[config.mk]
export PLATFORM = sky130hd
export DESIGN_NAME = axis_stream_monitor
export DESIGN_NICKNAME = d
export VERILOG_FILES = /design/src/rtl/axis_stream_monitor.sv
export SDC_FILE = /design/constraint.sdc
export NUM_CORES = 1
export LEC_CHECK = 0
export BUFFER_PORTS_ARGS = -buffer_cell sky130_fd_sc_hd__clkbuf_2
export CAP_MARGIN = 20
export CORE_UTILIZATION = 45
export DETAILED_ROUTE_END_ITERATION = 10
export GPL_TIMING_DRIVEN = 0
export PLACE_DENSITY = 0.68
export SYNTH_ARGS = -nofsm -noshare
export SYNTH_HDL_FRONTEND = slang
export SYNTH_SLANG_ARGS = --single-unit
[constraint.sdc]
create_clock -name aclk -period 2.7 [get_ports aclk]
set_input_delay 0.135 -clock aclk [delete_from_list [all_inputs] [get_ports aclk]]
set_output_delay 0.135 -clock aclk [all_outputs]
set_load 0.01 [all_outputs]
[src/rtl/axis_stream_monitor.sv]
// Passive AXI4-Stream protocol monitor: handshake/payload stability, stall limit,
// TSTRB/TKEEP legality and per-TDEST packet statistics. Optional interleave check: AXIS_STREAM_MONITOR_INTERLEAVE_CHK_EN.
module axis_stream_monitor #(
  parameter int N             = 4,
  parameter int I             = 1,
  parameter int D             = 4,
  parameter int U             = 1,
  parameter int NUM_CH        = 4,
  parameter int MAXWAITS      = 16,
  parameter int MAX_PKT_BEATS = 1024,
  parameter int LEN_W         = 16,
  localparam int CH_W         = $clog2(NUM_CH),
  localparam int CHO_W        = (CH_W > 0) ? CH_W : 1,
`ifdef AXIS_STREAM_MONITOR_INTERLEAVE_CHK_EN
  localparam int E            = 7
`else
  localparam int E            = 6
`endif
) (
  input  logic               aclk,
  input  logic               aresetn,
  input  logic               tvalid,
  input  logic               tready,
  input  logic [8*N-1:0]     tdata,
  input  logic [N-1:0]       tstrb,
  input  logic [N-1:0]       tkeep,
  input  logic               tlast,
  input  logic [I-1:0]       tid,
  input  logic [D-1:0]       tdest,
  input  logic [U-1:0]       tuser,
  input  logic               clear,
  output logic [E-1:0]       err_pulse,
  output logic [E-1:0]       err_sticky,
  output logic [2:0]         first_err,
  output logic               pkt_done,
  output logic [LEN_W-1:0]   last_pkt_len,
  output logic [CHO_W-1:0]   last_pkt_ch,
  output logic [31:0]        pkt_count
);

  localparam int PW = 10*N + 1 + I + D + U;
  localparam int SW = (MAXWAITS > 0) ? $clog2(MAXWAITS + 1) : 1;

  logic [PW-1:0]    payload;
  logic [PW-1:0]    payload_reg;
  logic             hs;
  logic             pend;
  logic             pend_reg;
  logic             first_reg;
  logic [SW-1:0]    stall_reg;
  logic [CHO_W-1:0] ch;
  logic [LEN_W-1:0] beat_cnt [NUM_CH];
  logic [LEN_W-1:0] cur_cnt;
  logic [LEN_W-1:0] cur_sat;
  logic [LEN_W:0]   cur_inc;
  logic             len_over;
  logic             wait_hit;
  logic [E-1:0]     err_next;
  logic [2:0]       low_idx;

  assign payload = {tdata, tstrb, tkeep, tlast, tid, tdest, tuser};
  assign hs      = tvalid & tready;
  assign pend    = tvalid & ~tready;

  generate
    if (NUM_CH > 1) begin : g_idx
      assign ch = tdest[CHO_W-1:0];
    end else begin : g_one
      assign ch = '0;
    end
  endgenerate

  assign cur_cnt  = beat_cnt[ch];
  assign cur_inc  = {1'b0, cur_cnt} + (LEN_W+1)'(1);
  assign cur_sat  = (&cur_cnt) ? cur_cnt : cur_inc[LEN_W-1:0];
  assign len_over = cur_inc > (LEN_W+1)'(MAX_PKT_BEATS);
  // Fires on the stall cycle that brings the counter to MAXWAITS; saturation keeps it single-shot.
  assign wait_hit = (MAXWAITS != 0) && pend && (stall_reg == SW'(MAXWAITS - 1));

  generate
    for (genvar gi = 0; gi < NUM_CH; gi++) begin : g_ch
      logic [LEN_W-1:0] cnt_reg;
      always_ff @(posedge aclk or negedge aresetn) begin
        if (!aresetn) begin
          cnt_reg <= '0;
        end else if (hs && (ch == CHO_W'(gi))) begin
          cnt_reg <= tlast ? '0 : cur_sat;
        end
      end
      assign beat_cnt[gi] = cnt_reg;
    end
  endgenerate

`ifdef AXIS_STREAM_MONITOR_INTERLEAVE_CHK_EN
  logic [NUM_CH-1:0] open_reg;
  logic [NUM_CH-1:0] ch_onehot;
  logic              il_err;

  assign ch_onehot = NUM_CH'(1) << ch;
  assign il_err    = hs & (|(open_reg & ~ch_onehot));

  always_ff @(posedge aclk or negedge aresetn) begin
    if (!aresetn) begin
      open_reg <= '0;
    end else if (hs) begin
      open_reg <= tlast ? (open_reg & ~ch_onehot) : (open_reg | ch_onehot);
    end
  end
`endif

  always_comb begin
    err_next    = '0;
    err_next[0] = pend_reg & ~tvalid;
    err_next[1] = pend_reg & tvalid & (payload != payload_reg);
    err_next[2] = wait_hit;
    err_next[3] = tvalid & (|(tstrb & ~tkeep));
    err_next[4] = hs & len_over;
    err_next[5] = first_reg & tvalid;
`ifdef AXIS_STREAM_MONITOR_INTERLEAVE_CHK_EN
    err_next[6] = il_err;
`endif
  end

  always_comb begin
    low_idx = '0;
    for (int k = E - 1; k >= 0; k--) begin
      if (err_next[k]) low_idx = 3'(k);
    end
  end

  always_ff @(posedge aclk or negedge aresetn) begin
    if (!aresetn) begin
      first_reg    <= 1'b1;
      pend_reg     <= 1'b0;
      payload_reg  <= '0;
      stall_reg    <= '0;
      err_pulse    <= '0;
      err_sticky   <= '0;
      first_err    <= '0;
      pkt_done     <= 1'b0;
      last_pkt_len <= '0;
      last_pkt_ch  <= '0;
      pkt_count    <= '0;
    end else begin
      first_reg   <= 1'b0;
      pend_reg    <= pend;
      payload_reg <= payload;

      if (!tvalid || hs) begin
        stall_reg <= '0;
      end else if (stall_reg != SW'(MAXWAITS)) begin
        stall_reg <= stall_reg + SW'(1);
      end

      err_pulse  <= err_next;
      err_sticky <= clear ? err_next : (err_sticky | err_next);
      if ((err_next != '0) && ((err_sticky == '0) || clear)) begin
        first_err <= low_idx;
      end else if (clear) begin
        first_err <= '0;
      end

      pkt_done <= hs & tlast;
      // A packet completing in the clear cycle is kept, like a same-cycle error.
      if (hs && tlast) begin
        last_pkt_len <= cur_sat;
        last_pkt_ch  <= ch;
        if (clear) begin
          pkt_count <= 32'd1;
        end else if (pkt_count != 32'hFFFF_FFFF) begin
          pkt_count <= pkt_count + 32'd1;
        end
      end else if (clear) begin
        last_pkt_len <= '0;
        last_pkt_ch  <= '0;
        pkt_count    <= '0;
      end
    end
  end

endmodule

# Word level (Yosys, flattened, before mapping)
# Index checks and enable logic that the tools add are counted.
classes:
  bitwise_logic: 15
  n_eq_ne: 7
  add_sub_neg: 3
  n_reduce_logical: 20
  magnitude_cmp: 2
  n_mux: 24
ops:
  columns: ["cell", "n"]
  rows:
  - ["32-bit 2-to-1 mux", 4]
  - ["16-bit 2-to-1 mux", 6]
  - ["47-bit inequality test", 1]
  - ["32-bit by 1-bit adder with 32-bit output (second input constant)", 1]
  - ["16-bit binary-select mux with 2-bit select", 1]
  - ["32-bit inequality test (second input constant)", 1]
  - ["3-bit 2-to-1 mux", 8]
  - ["16-bit by 1-bit adder with 17-bit output (second input constant)", 1]
  - ["17-bit by 11-bit greater-than comparator with 1-bit output (second input constant)", 1]
  - ["16-bit AND reduction", 1]
  - ["5-bit 2-to-1 mux", 2]
  - ["1-bit bitwise AND", 9]
  - ["2-bit nonzero test", 4]
  - ["1-bit logical AND", 7]
  - ["6-bit logical NOT", 1]
  - ["6-bit 2-to-1 mux", 1]
  - ["6-bit bitwise OR", 1]
  - ["6-bit nonzero test", 1]
  - ["5-bit by 1-bit adder with 5-bit output (second input constant)", 1]
  - ["5-bit by 4-bit equality test with 1-bit output (second input constant)", 1]
  - ["5-bit inequality test (second input constant)", 1]
  - ["4-bit bitwise AND", 1]
  - ["2-bit equality test (second input constant)", 2]
  - ["2-bit 2-to-1 mux", 2]
  - ["other kinds (10)", 12]
word_totals:
  reg_bits: 184
  wordCells: 86
  inputBits: 52

# Logic depth before layout (Yosys ltp)
depth:
  depth_word: 13
  mapped_depth: 12

# Worst setup path after synthesis
# OpenSTA, ideal clock, no wires.
synth_timing:
  path_kind: "flip-flop to flip-flop"
  from: "register g_ch[1].cnt_reg[0]"
  to: "register first_err[0]"
  arrival_ps: 2589
  path_stages_with_launch: 10
  setup_time_ps: 96
  slack_ps: 16
  period_less_slack_ps: 2684
  path_buffers: 0
  cell_sequence: "dfrtp_1 -> mux4_1 -> ha_1 -> nand4_2 -> xor2_1 -> a22oi_1 -> o41a_1 -> o311ai_4 -> a31oi_2 -> o32ai_2"
synth_between:
  elab_chain_len: 12
  word_cells_on_any_way: 15
  classes_between: "add/sub (1); order compare (1); mux (9); bitwise (1); reduce/logical (3)"
synth_rtl:
  columns: ["element", "line", "rtl"]
  rows:
  - ["start: declaration", "82", "logic [LEN_W-1:0] cnt_reg;"]
  - ["start signal: assignment", "87", "cnt_reg <= tlast ? '0 : cur_sat;"]
  - ["16-bit binary-select mux with 2-bit select *", "73", "assign cur_cnt = beat_cnt[ch];"]
  - ["16-bit 2-to-1 mux (implied by the code) * (2 in a row)", "73", null]
  - ["16-bit by 1-bit adder with 17-bit output *", "74", "assign cur_inc = {1'b0, cur_cnt} + (LEN_W+1)'(1);"]
  - ["17-bit by 11-bit greater-than comparator with 1-bit output *", "76", "assign len_over = cur_inc > (LEN_W+1)'(MAX_PKT_BEATS);"]
  - ["1-bit bitwise AND *", "117", "err_next[4] = hs & len_over;"]
  - ["3-bit 2-to-1 mux (5 in a row)", "127", "if (err_next[k]) low_idx = 3'(k);"]
  - ["3-bit 2-to-1 mux", "157", "if ((err_next != '0) && ((err_sticky == '0) || clear)) begin"]
  - ["end signal: assignment", "158", "first_err <= low_idx;"]
  - ["end: declaration", "34", "output logic [2:0] first_err,"]
# Every way passes the cells marked *; elsewhere a longest branch is shown, timed or not. The select of a mux whose other input is x is not followed.
# A chain may end at the register's enable or synchronous reset.

# Final worst setup path
layout_timing:
  from: "register g_ch[3].cnt_reg[0]"
  to: "register first_err[0]"
layout_between:
  elab_chain_len: 12
  word_cells_on_any_way: 15
  classes_between: "add/sub (1); order compare (1); mux (9); bitwise (1); reduce/logical (3)"
layout_rtl:
  columns: ["element", "line"]
  rows:
  - ["start: declaration", "82"]
  - ["start signal: assignment", "87"]
  - ["16-bit binary-select mux with 2-bit select *", "73"]
  - ["16-bit 2-to-1 mux (implied by the code) * (2 in a row)", "73"]
  - ["16-bit by 1-bit adder with 17-bit output *", "74"]
  - ["17-bit by 11-bit greater-than comparator with 1-bit output *", "76"]
  - ["1-bit bitwise AND *", "117"]
  - ["3-bit 2-to-1 mux (5 in a row)", "127"]
  - ["3-bit 2-to-1 mux", "157"]
# Marks and branches as above.

==> impl_metrics.csv <==
group,metric,value,unit
status,status,"finished clean",
placed_design,gp_congestion,0.8451,
timing,finalWorstSetupSlack,0.02694,ns
clock_network,clkTransAtPathRegs,0.07,ns
yosys,synth_compound_area_share,10.50,%
min_path,min_path_type,"primary input to register",
timing,setup_viol,0,
yosys,yosysSeqAreaShare,55.60,%
drt,wl_per_cell,17.49,microns
cells_and_area,fin_area,0.01037,sq mm
cells_and_area,synthToLayoutAreaGrowth,25.18,%
global_route,met2_usage,37.91,%
timing,tightest_slew,0.6504,ns
drt,wl,21040,microns
placed_design,place_ws,-0.5002,ns
timing,timing.final.hold_violations,0,
global_route,grt_overflow,0,
die,die_w,137.7,microns
global_route,grt_pass1_wl,33220,microns
cells_and_area,drive_gt1_share,21.97,%
critical_path,reg2regPathDepth,9,
global_route,grt_pass1_vias,6482,
clock_network,clk_path_buf_depth,2,
die,dieArea,0.01895,sq mm
critical_path,r2r_setup_slack,0.03,ns
timing,fin_crit_sh,99.00,%
critical_path,crit_start,"g_ch[3].cnt_reg[0]",
clock_network,cts_root_buf,"clkbuf_16",
drt,firstDrtPassIters,6,
clock_network,htree_levels,4,
cells_and_area,nNetsFinal,1018,
cells_and_area,fillers,1538,
cells_and_area,final_cell_mix,"183 x dfrtp_1, 119 x clkbuf_2, 104 x nand2_1",
yosys,syn_avg_cell_area,10.72,sq um
die,die-height,137.7,microns
yosys,synth-edff-count,0,
yosys,syn_nets,830,
yosys,synthFlopType,"dfrtp_1",
critical_path,crit_path_end_kind,"register",
global_route,grt_max_degree,109,
critical_path,critical_path_arrival,3.02,ns
yosys,async_flop_share,100.0,%
drt,drt.antenna.violating_nets,0,
placed_design,hpwl,14200,microns
global_route,gr-usage-met3,4.415,%
yosys,yosysWarningCount,0,
power,leakage,0.004758,uW
yosys,synth-seq-cells,184,
timing,slew_violations,0,
timing,max_slew_margin,56.64,%
yosys,synth_top_family_by_area,"simple AND/OR/NAND/NOR gates",
drt,drcViolationCount,0,
drt,drt-initial-drc-count,495,
placed_design,io_buffers,117,
critical_path,critPathKind,"register to register",
critical_path,rr_endpoint,"first_err[0]",
power,peakVddDrop,0.4736,mV
clock_network,clkLatencyLatePin,0.43,ns
die,ios,118,
min_path,whs_path_depth,3,
die,core_area,0.01802,sq mm
global_route,grt_usage,23.25,%
die,num_rows,49,
yosys,synth.mux.area_fraction,5.483,%
cells_and_area,largest_reg_flops,64,
critical_path,critical_path_required,3.04,ns
cells_and_area,diodes,0,
die,start_util,45.95,%
timing,fin_worst_skew,0.009170,ns
drt,routed-via-count,6509,
global_route,grt_use_met1,30.19,%
timing,rsz0062_at_grt,"true",
drt,viasPerCell,5.411,
clock_network,cts.sinks,184,
clock_network,numCtsBuffers,17,
global_route,grt-busiest-layer,"met2",
critical_path,cp-start-kind,"register",
power,power-per-cell-area,583.6,mW/mm^2
clock_network,cts_tree,"yes",
yosys,synth_simple_gate_area_share,16.00,%
yosys,synth-xor-area-share,8.671,%
yosys,syn_inst,773,
power,p_total,6052,uW
global_route,antenna_found_initial,0,
critical_path,path_max_fanout,4,
yosys,synthDistinctLibCells,61,
timing,fin_tns_setup,0,ns
timing,min_period,2.673,ns
placed_design,dpl_cell_area,0.009191,sq mm
cells_and_area,final_common_cell,"dfrtp_1",
yosys,synthesis.area,0.008283,sq mm
critical_path,crit_end,"first_err[0]",
job,maxCapViolations,0,
critical_path,r2r-start,"g_ch[3].cnt_reg[0]",
yosys,synth-adder-area-share,0.7553,%
timing,max_freq,374.1,MHz
## layout make-up
cell class,count,area [sq um],share of cell area (%)
plain buffers,35,165.2,1.593
clock buffers,20,446.7,4.308
clock inverters,12,163.9,1.581
inverters,22,82.58,0.7964
multi-input cells,532,3490,33.66
flip-flops and latches,184,4606,44.42
well taps,229,286.5,2.763
repair buffers,169,1129,10.88
## per-layer routing
metal | share of wire, % | wire [microns]
met3 | 4.5 | 950
met1 | 45 | 9412
met4 | 2.9 | 601
met5 | 0 | 0
met2 | 48 | 10070
## metrics by stage
stage	instances	utilization [%]	hold WS, ns
floorplan	773	-	-0.1606
global placement	1119	50.79	0.2570
detailed placement	1120	50.99	0.1980
CTS	1202	57.30	0.1110
global route	1203	57.52	0.1279
finish	1203	57.52	0.1191
## critical path, stage by stage, from the launching register on
cell and delay, ns:
dfrtp_1 0.39, mux4_2 0.55, buf_6 0.16, and4_4 0.17, nand4_1 0.10, xnor2_1 0.09
o41a_1 0.43, o311ai_4 0.33, a31oi_2 0.16, o32ai_2 0.20
## cell usage after synthesis (all sizes together), types with 8 or more instances
master / number / share of area, %
nor2: 49 / 2.2
o21ai: 93 / 5.6
mux4: 16 / 4.4
xnor2: 20 / 2.1
nand4: 12 / 0.98
and3: 8 / 0.66
or2: 15 / 1.1
a21oi: 13 / 0.79
clkbuf: 29 / 1.3
inv: 22 / 1.0
nor3: 14 / 0.85
xor2: 62 / 6.6
nand2: 104 / 4.7
nor4: 14 / 1.1
dfrtp: 183 / 55
a21o: 9 / 0.82
nand3: 35 / 2.2
## power by group
group / total (uW) / internal (uW) / switching, uW
Sequential: 2900 / 2850 / 53.0
Clock: 2600 / 1500 / 1100
Combinational: 548 / 227 / 321
Total: 6050 / 4580 / 1470
## repair_timing
item / 4_1_cts / 5_1_grt
hold buffers: 48 / 0
buffers inserted: 2 / 1
endpoints found under the hold margin: 123 / 0
gates resized for setup: 11 / 6
endpoints found under the setup margin: 33 / 18
pin swaps: 3 / 5
## worst min-delay path by stage
stage | from | to
detailed placement | aresetn | payload_reg[3]
finish | tready | err_pulse[4]
CTS | tready | err_pulse[4]
global placement | tlast | payload_reg[6]
global route | tready | err_pulse[4]
floorplan | aresetn | err_pulse[0]
## logic make-up (layout without fill, tap and decap cells)
group,count (synthesis),count (layout)
compound gates,145,145
mux,24,24
simple gates,275,275
flops,184,184
fa+ha+maj,5,5
other cells,1,1
buf+inv,57,258
xor+xnor,82,82
Power figures use the tool's default switching activity.
